File: src/rtl/dot_product_sequencer_if.sv
// Handshake, operand-memory and ALU bus of the dot-product sequencer.
// master = sequencer side, slave = environment (memories, ALU, host).
interface dot_product_sequencer_if;
   logic        start;
   logic [7:0]  len;
   logic [7:0]  addr;
   logic [15:0] a_data;
   logic [15:0] b_data;
   logic [2:0]  alu_control;
   logic [15:0] alu_in1;
   logic [15:0] alu_in2;
   logic [15:0] alu_out;
   logic        alu_zflag;
   logic        busy;
   logic        done;
   logic [15:0] result;

   modport master (
      input  start, len, a_data, b_data,
      input  alu_out, alu_zflag,
      output addr, alu_control, alu_in1, alu_in2,
      output busy, done, result
   );

   modport slave (
      output start, len, a_data, b_data,
      output alu_out, alu_zflag,
      input  addr, alu_control, alu_in1, alu_in2,
      input  busy, done, result
   );
endinterface

File: src/rtl/dot_product_sequencer.sv
// Sequences an external registered ALU to compute sum(a[i]*b[i]) mod 2^16.
// Each element costs 7 cycles: load, mul, wait, add, wait, decrement, wait.
module dot_product_sequencer #(
   parameter logic [2:0] OP_NOP = 3'b000,
   parameter logic [2:0] OP_MUL = 3'b001,
   parameter logic [2:0] OP_ADD = 3'b010,
   parameter logic [2:0] OP_SUB = 3'b011
) (
   input  logic                    clk,
   input  logic                    rst_n,
   dot_product_sequencer_if.master bus
);

   typedef enum logic [3:0] {
      IDLE, LOAD, MUL, MWAIT, ADD, AWAIT, DEC, DWAIT, DONE
   } state_t;

   state_t      r_state;
   state_t      w_next;
   logic [7:0]  r_idx;
   logic [15:0] r_cnt;
   logic [15:0] r_a;
   logic [15:0] r_b;
   logic [15:0] r_prod;
   logic [15:0] r_acc;
   logic [15:0] r_result;
   logic [15:0] r_in1;
   logic [15:0] r_in2;
   logic [2:0]  w_op;
   logic [15:0] w_in1;
   logic [15:0] w_in2;
   logic        w_busy;
   logic        w_done;

   always_ff @(posedge clk or negedge rst_n) begin
      if (!rst_n) r_state <= IDLE;
      else        r_state <= w_next;
   end

   always_comb begin
      w_next = r_state;
      w_op   = OP_NOP;
      w_in1  = r_in1;
      w_in2  = r_in2;
      w_busy = 1'b1;
      w_done = 1'b0;
      unique case (r_state)
         IDLE: begin
            w_busy = 1'b0;
            if (bus.start)
               w_next = (bus.len == 8'd0) ? DONE : LOAD;
         end
         LOAD:  w_next = MUL;
         MUL: begin
            w_op   = OP_MUL;
            w_in1  = r_a;
            w_in2  = r_b;
            w_next = MWAIT;
         end
         MWAIT: w_next = ADD;
         ADD: begin
            w_op   = OP_ADD;
            w_in1  = r_acc;
            w_in2  = r_prod;
            w_next = AWAIT;
         end
         AWAIT: w_next = DEC;
         DEC: begin
            w_op   = OP_SUB;
            w_in1  = r_cnt;
            w_in2  = 16'd1;
            w_next = DWAIT;
         end
         DWAIT: w_next = bus.alu_zflag ? DONE : LOAD;
         DONE: begin
            w_done = 1'b1;
            w_next = IDLE;
         end
         default: w_next = IDLE;
      endcase
   end

   // Operand registers keep the last issued pair outside issue states
   always_ff @(posedge clk or negedge rst_n) begin
      if (!rst_n) begin
         r_idx    <= 8'd0;
         r_cnt    <= 16'd0;
         r_a      <= 16'd0;
         r_b      <= 16'd0;
         r_prod   <= 16'd0;
         r_acc    <= 16'd0;
         r_result <= 16'd0;
         r_in1    <= 16'd0;
         r_in2    <= 16'd0;
      end else begin
         r_in1 <= w_in1;
         r_in2 <= w_in2;
         case (r_state)
            IDLE: begin
               if (bus.start) begin
                  r_cnt <= {8'b0, bus.len};
                  r_idx <= 8'd0;
                  r_acc <= 16'd0;
                  if (bus.len == 8'd0) r_result <= 16'd0;
               end
            end
            LOAD: begin
               r_a <= bus.a_data;
               r_b <= bus.b_data;
            end
            MWAIT: r_prod <= bus.alu_out;
            AWAIT: r_acc  <= bus.alu_out;
            DWAIT: begin
               r_cnt <= bus.alu_out;
               r_idx <= r_idx + 8'd1;
               if (bus.alu_zflag) r_result <= r_acc;
            end
            default: ;
         endcase
      end
   end

   assign bus.addr        = r_idx;
   assign bus.alu_control = w_op;
   assign bus.alu_in1     = w_in1;
   assign bus.alu_in2     = w_in2;
   assign bus.busy        = w_busy;
   assign bus.done        = w_done;
   assign bus.result      = r_result;

endmodule

File: src/flat_wrapper.sv
// flat-port wrapper written by rule: the top's interface ports become plain ports
module dot_product_sequencer_flat 
#(
   parameter logic [2:0] OP_NOP = 3'b000,
   parameter logic [2:0] OP_MUL = 3'b001,
   parameter logic [2:0] OP_ADD = 3'b010,
   parameter logic [2:0] OP_SUB = 3'b011
)
  (clk, rst_n, bus_start, bus_len, bus_a_data, bus_b_data, bus_alu_out, bus_alu_zflag, bus_addr, bus_alu_control, bus_alu_in1, bus_alu_in2, bus_busy, bus_done, bus_result);
  dot_product_sequencer_if bus_i ();
  input  logic clk;
  input  logic rst_n;
  input wire logic [$bits(bus_i.start)-1:0] bus_start;
  input wire logic [$bits(bus_i.len)-1:0] bus_len;
  input wire logic [$bits(bus_i.a_data)-1:0] bus_a_data;
  input wire logic [$bits(bus_i.b_data)-1:0] bus_b_data;
  input wire logic [$bits(bus_i.alu_out)-1:0] bus_alu_out;
  input wire logic [$bits(bus_i.alu_zflag)-1:0] bus_alu_zflag;
  output wire logic [$bits(bus_i.addr)-1:0] bus_addr;
  output wire logic [$bits(bus_i.alu_control)-1:0] bus_alu_control;
  output wire logic [$bits(bus_i.alu_in1)-1:0] bus_alu_in1;
  output wire logic [$bits(bus_i.alu_in2)-1:0] bus_alu_in2;
  output wire logic [$bits(bus_i.busy)-1:0] bus_busy;
  output wire logic [$bits(bus_i.done)-1:0] bus_done;
  output wire logic [$bits(bus_i.result)-1:0] bus_result;
  assign bus_i.start = bus_start;
  assign bus_i.len = bus_len;
  assign bus_i.a_data = bus_a_data;
  assign bus_i.b_data = bus_b_data;
  assign bus_i.alu_out = bus_alu_out;
  assign bus_i.alu_zflag = bus_alu_zflag;
  assign bus_addr = bus_i.addr;
  assign bus_alu_control = bus_i.alu_control;
  assign bus_alu_in1 = bus_i.alu_in1;
  assign bus_alu_in2 = bus_i.alu_in2;
  assign bus_busy = bus_i.busy;
  assign bus_done = bus_i.done;
  assign bus_result = bus_i.result;
  dot_product_sequencer #(.OP_NOP(OP_NOP), .OP_MUL(OP_MUL), .OP_ADD(OP_ADD), .OP_SUB(OP_SUB)) u_core (.clk(clk), .rst_n(rst_n), .bus(bus_i));
endmodule
File: config.mk
export PLATFORM = sky130hd
export DESIGN_NAME = dot_product_sequencer_flat
export DESIGN_NICKNAME = d
export VERILOG_FILES = /design/src/rtl/dot_product_sequencer_if.sv /design/src/rtl/dot_product_sequencer.sv /design/src/flat_wrapper.sv
export SDC_FILE = /design/constraint.sdc
export NUM_CORES = 1
export LEC_CHECK = 0
export ABC_AREA = 1
export BUFFER_PORTS_ARGS = -buffer_cell sky130_fd_sc_hd__buf_2
export CAP_MARGIN = 20
export CORE_MARGIN = 2
export CORE_UTILIZATION = 49
export CTS_CLUSTER_SIZE = 20
export DETAILED_ROUTE_END_ITERATION = 8
export GPL_ROUTABILITY_DRIVEN = 0
export PLACE_DENSITY = 0.83
export SLEW_MARGIN = 20
export SYNTH_ARGS = -nofsm -noshare
export SYNTH_HDL_FRONTEND = slang
export SYNTH_SLANG_ARGS = --single-unit
export TNS_END_PERCENT = 5
File: constraint.sdc
create_clock -name clk -period 4.6 [get_ports clk]
set_clock_uncertainty 0.1 [all_clocks]
set_input_delay 0.92 -clock clk [delete_from_list [all_inputs] [get_ports clk]]
set_output_delay 0.92 -clock clk [all_outputs]
set_load 0.01 [all_outputs]
Word-level counts from Yosys, hierarchy flattened --
Index checks and enable logic that the tools add are counted.
Word-level totals: output and inout bits 61, flip-flop bits (word level) 140, logic and storage cells 48, bits of input ports 60
Operators by class: equal/unequal tests 11, reductions and logical operators 7, multiplexer cells 19, add/sub/neg operators 1
Operator list (count):
- $pmux W16 S2 | 3
- $pmux W16 S3 | 2
- $mux W16 | 5
- $pmux W4 S8 | 1
- $eq A4 B3 Y1 const B | 4
- $pmux W8 S2 | 1
- $mux W4 | 3
- $add A8 B1 Y8 const B | 1
- $eq A4 B2 Y1 const B | 2
- $logic_not A8 Y1 | 1
- $mux W8 | 1
- $pmux W2 S3 | 1
- $eq A4 B1 Y1 const B | 1
- $eq A4 B4 Y1 const B | 1
- $logic_not A4 Y1 | 1
- $ne A2 B2 Y1 const B | 2
- $reduce_and A2 Y1 | 2
- $reduce_and A4 Y1 | 1
- $reduce_bool A2 Y1 | 2
- $mux W1 | 2
- $ne A2 B1 Y1 const B | 1

Depth between registers and ports, before layout --
depth after elaboration 4, depth in mapped cells 9, gate-level depth less buffers 8

Worst setup path after synthesis --
OpenSTA, ideal clock, no wires.
path type reg2out, start register u_core.r_state[3], end output port bus_alu_in1[10], data required time 3.580 ns, path slack 2.367 ns, stages on the path, launching flop included 7, arrival time 1.213 ns, path buffers 1, path through dfrtp_1 inv_1 nand2_1 nor2_2 buf_2 nand2_1 nand4_1
On the way: word-level cells in the longest chain between the ends 2, elaborated cells between the ends (all ways) 4, classes of those cells 3 x eq/ne; 1 x mux
Ends and longest elaborated chain:
- from (decl) | RTL line dot_product_sequencer.sv:18 | state_t r_state;
- from (signal assigned) | RTL line dot_product_sequencer.sv:37 | else r_state <= w_next;
- $eq A4 B3 Y1 or $eq A4 B2 Y1 (tied branches) | RTL line dot_product_sequencer.sv:47 | unique case (r_state)
- $pmux W16 S3 * | RTL line dot_product_sequencer.sv:47
- to (decl) | RTL line flat_wrapper.sv:21 | output wire logic [$bits(bus_i.alu_in1)-1:0] bus_alu_in1;
Every way passes the cells marked *; elsewhere a longest branch is shown, timed or not.

Final worst setup path --
start register u_core.r_state[3], end output port bus_alu_in1[3]
Same word-level chain as after synthesis.

==> out/summary.md <==
Setup slack closes at 1.11 ns. For the maximum level of the CTS H-tree, the log shows 4. The number of antenna diodes in the final layout is 0. dfrtp_1 takes more of the synthesized area than any other cell. Once detailed placement completed, the half-perimeter wirelength came to 9970 um.

In the synthesized netlist, the cells that appear most often are 224 x nand2_1, 140 x dfrtp_1, 53 x nand3_1. The worst setup path is captured at a primary output. For the arrival time at the worst endpoint, the log shows 2.47 ns. Setup total negative slack on the finished layout was measured at 0 ns. Gates resized during post-CTS repair numbered 0.

The logs give 0 for the hold violation count in the final report and 3.68 nW for the static leakage power. The number of distinct library cells after synthesis is 26, and the count of buffers added by post-CTS timing repair for setup is 0. The most frequent cell after synthesis is nand2_1. The number of warnings reported in the yosys synthesis log was 0; the max-slew violation count was 0. The logs give 0 for the antenna violation net count after detailed routing and 121 for the I/O pin count.

Of the cells placed in the final design, the portion with a size suffix greater than 1 is 27.5%. In this run, placement finished with an instance count of 870. The worst setup path is of the register to primary output kind. The flow ran to the end, and the final reports show no timing, DRC or antenna violations. Across all register-to-register paths, the minimum setup slack is 2.48 ns. The final layout contains 803 nets.

The maximum cell stage delay along the critical path works out to 0.64 ns. Dividing the detail-routed wire length by the instance count gives 15.9 um. Counting every net in the synthesized netlist gives 689. The number of placement rows was 40. The cell occurring most often along the worst timing path was nand2_1. For the worst-skew pair, the clock arrives at the later sink with an insertion delay of 0.42 ns. Along the worst path, the maximum fanout reaches 32. Along the worst hold path, the cell count comes to 2. The worst ir drop on vdd came out at 0.399 mV. The slowest library cell on the worst path was nor2_4. The kind of path behind the tightest hold check is register to register.

For the number of iterations in the first detailed-routing pass, the log shows 5. The region available for standard cell placement spans 11,900 sq um. The run gives 0 as the count of max-cap constraint violations.

At the pin with the least slew margin, the transition time is 0.905 ns. The number of port buffers was 119; the minimum period implied by the final worst setup slack was 3.49 ns. Counting buffers and inverters, the worst setup path is 8 cells deep. Entering global routing, the biggest net connects 85 pins.

The tools report the overflow left after global routing as 0. Measured against its own limit, the worst slew margin works out to 39.5%. The routed design has 14,300 um of wire.

The tools report the data required time of the critical path as 3.58 ns. The clock slew seen by the registers of the worst setup and hold paths works out to 0.06 ns. The worst setup path is launched from a register.

TritonCTS built the clock tree. The count of cells along the worst register-to-register path is 7, and the setup violation total in the final timing report is 0. Counting flops and latches in the post-synthesis netlist gives 140. In this run the power density over the cells is 774 nW/um^2. The die is 114 um wide. Of the synthesized area, sequential elements account for 59.0%.

The die boundary height works out to 114 um. The worst register-to-register path ends at u_core.bus.result[6]. The post-synthesis async set-or-reset flop share was 100%; the area growth from synthesis to layout was 20.5%. The residual DRC count is 0, and the area fraction of the dominant cell type after synthesis is 59.0%.

The area of the die is 13,000 sq um. The sum of buffers and inverters on the critical path works out to 3. Dominant delay contributor by cell family on the critical path: simple AND/OR/NAND/NOR gates.

The detailed router placed 4,723 vias in this run. The source of the worst register-to-register timing path was u_core.r_state[1]. For the via count of the first global-routing pass, the log shows 4,579. The initial cell density of the core was 49.9%; the synthesized netlist cell count was 628.

The first routing iteration left 289 violations. The number of synthesized flops with an enable pin came out at 0. The primary flip-flop cell chosen by synthesis mapping was dfrtp_1.

The post-detailed-route via-to-cell ratio is 5.24. For the global-route wire length before repair, the log shows 23,700 um. CTS placed an instance of clkbuf_16 at the clock tree root. The critical path goes through inv_1 -> nand2_1 -> nor2_2 -> buf_4 -> nor2_4 -> nand2_1 -> nand4_1 -> buf_2.

After synthesis, the cell types taking the most area are dfrtp_1 59%, nand2_1 14%, mux2_2 6.1%. The tools report the number of buffers inserted during clock tree synthesis as 17. The launch instance of the worst min-delay path was u_core.r_cnt[3]. In this run the cell area of the synthesized design comes to 5940 sq um. The count of hold-fix buffers inserted at cts came out at 0.

In this run the mean area of a mapped cell was 9.46 sq um. Setup repair after global routing left no endpoint under its margin. The fraction of the cycle the final worst path needs is 75.9%, and the achievable frequency is 287 MHz. For the initial antenna violation count, the log shows 0.

The worst-case clock buffer depth is 2. Timing analysis after detailed placement gives a worst setup slack of 1.54 ns. The run gives 24.0% as the total global routing track utilization.

The number of clock sinks is 140, and the number of standard cells in the layout, taps in and fillers out is 902. For hold timing, the worst endpoint is u_core.r_cnt[3].
cells in the final DEF, fill, tap and decap left out, types with 4 or more instances in the layout:
cell type     n
clkinvlp_4    4
nor2_2        4
nand4_1      16
dfrtp_1     140
o21ai_0      48
nor2_1       18
buf_2       118
o21ai_1      10
inv_2         4
nor2_4        4
inv_1        30
clkbuf_16    17
buf_4         5
nand2_1     224
nand3_1      53
mux2_2       32
worst max path at each step:
stage                           start              end
finish              u_core.r_state[3]   bus_alu_in1[3]
global placement    u_core.r_state[3]   bus_alu_in1[3]
CTS                 u_core.r_state[3]  bus_alu_in1[13]
floorplan           u_core.r_state[3]  bus_alu_in1[10]
global route        u_core.r_state[3]  bus_alu_in1[10]
detailed placement  u_core.r_state[3]   bus_alu_in1[3]
cells by family after synthesis:
kind of cell,Yosys count,synth area share [%]
buf+inv,64,5.64
compound gates,62,5.29
other cells,1,0.0631
flops,140,59.0
fa+ha+maj,1,0.211
simple gates,328,23.8
mux,32,6.07
final cells by class:
cell class	instances	area [sq um]
Clock buffer	19	453
Clock inverter	13	140
Fill cell	1011	4750
Multi-Input combinational cell	424	2100
Inverter	35	136
Tap cell	147	184
Sequential cell	140	3500
Timing Repair Buffer	124	639
registers in the layout, summed over array words and instances, names as in the netlist:
register	count
u_core.bus.addr	8
u_core.bus.result	16
u_core.r_a	16
u_core.r_acc	16
u_core.r_b	16
u_core.r_cnt	16
u_core.r_in1	16
u_core.r_in2	16
u_core.r_prod	16
u_core.r_state	4
metrics by stage:
stage               power (mW)  utilization, %  cell area (sq um)  hold slack, ns
floorplan                 3.50               -               5940           0.342
global placement          4.11            55.1               6570           0.357
detailed placement        4.19            55.1               6570           0.365
CTS                       5.58            60.1               7160           0.380
global route              5.94            60.1               7160           0.401
finish                    5.54            60.1               7160           0.375
worst min-delay path, stage by stage (launching register included):
cell and delay [ns]:
dfrtp_1 0.34, nand2_1 0.06, nand2_1 0.04
metal layers:
layer	global-route usage [%]	vias up	routed length (um)
met5	0	-	0
met4	9.67	0	331
met3	5.61	23	822
met2	35.9	162	6690
met1	34.0	2262	6480
li1	-	2276	-
power breakdown:
part           switching [mW]  internal [mW]  total, mW  leakage [nW]
Sequential              0.339           1.82       2.16          1.75
Clock                   0.540          0.828       1.37         0.282
Combinational            1.23          0.778       2.01          1.65
Power figures use the tool's default switching activity.
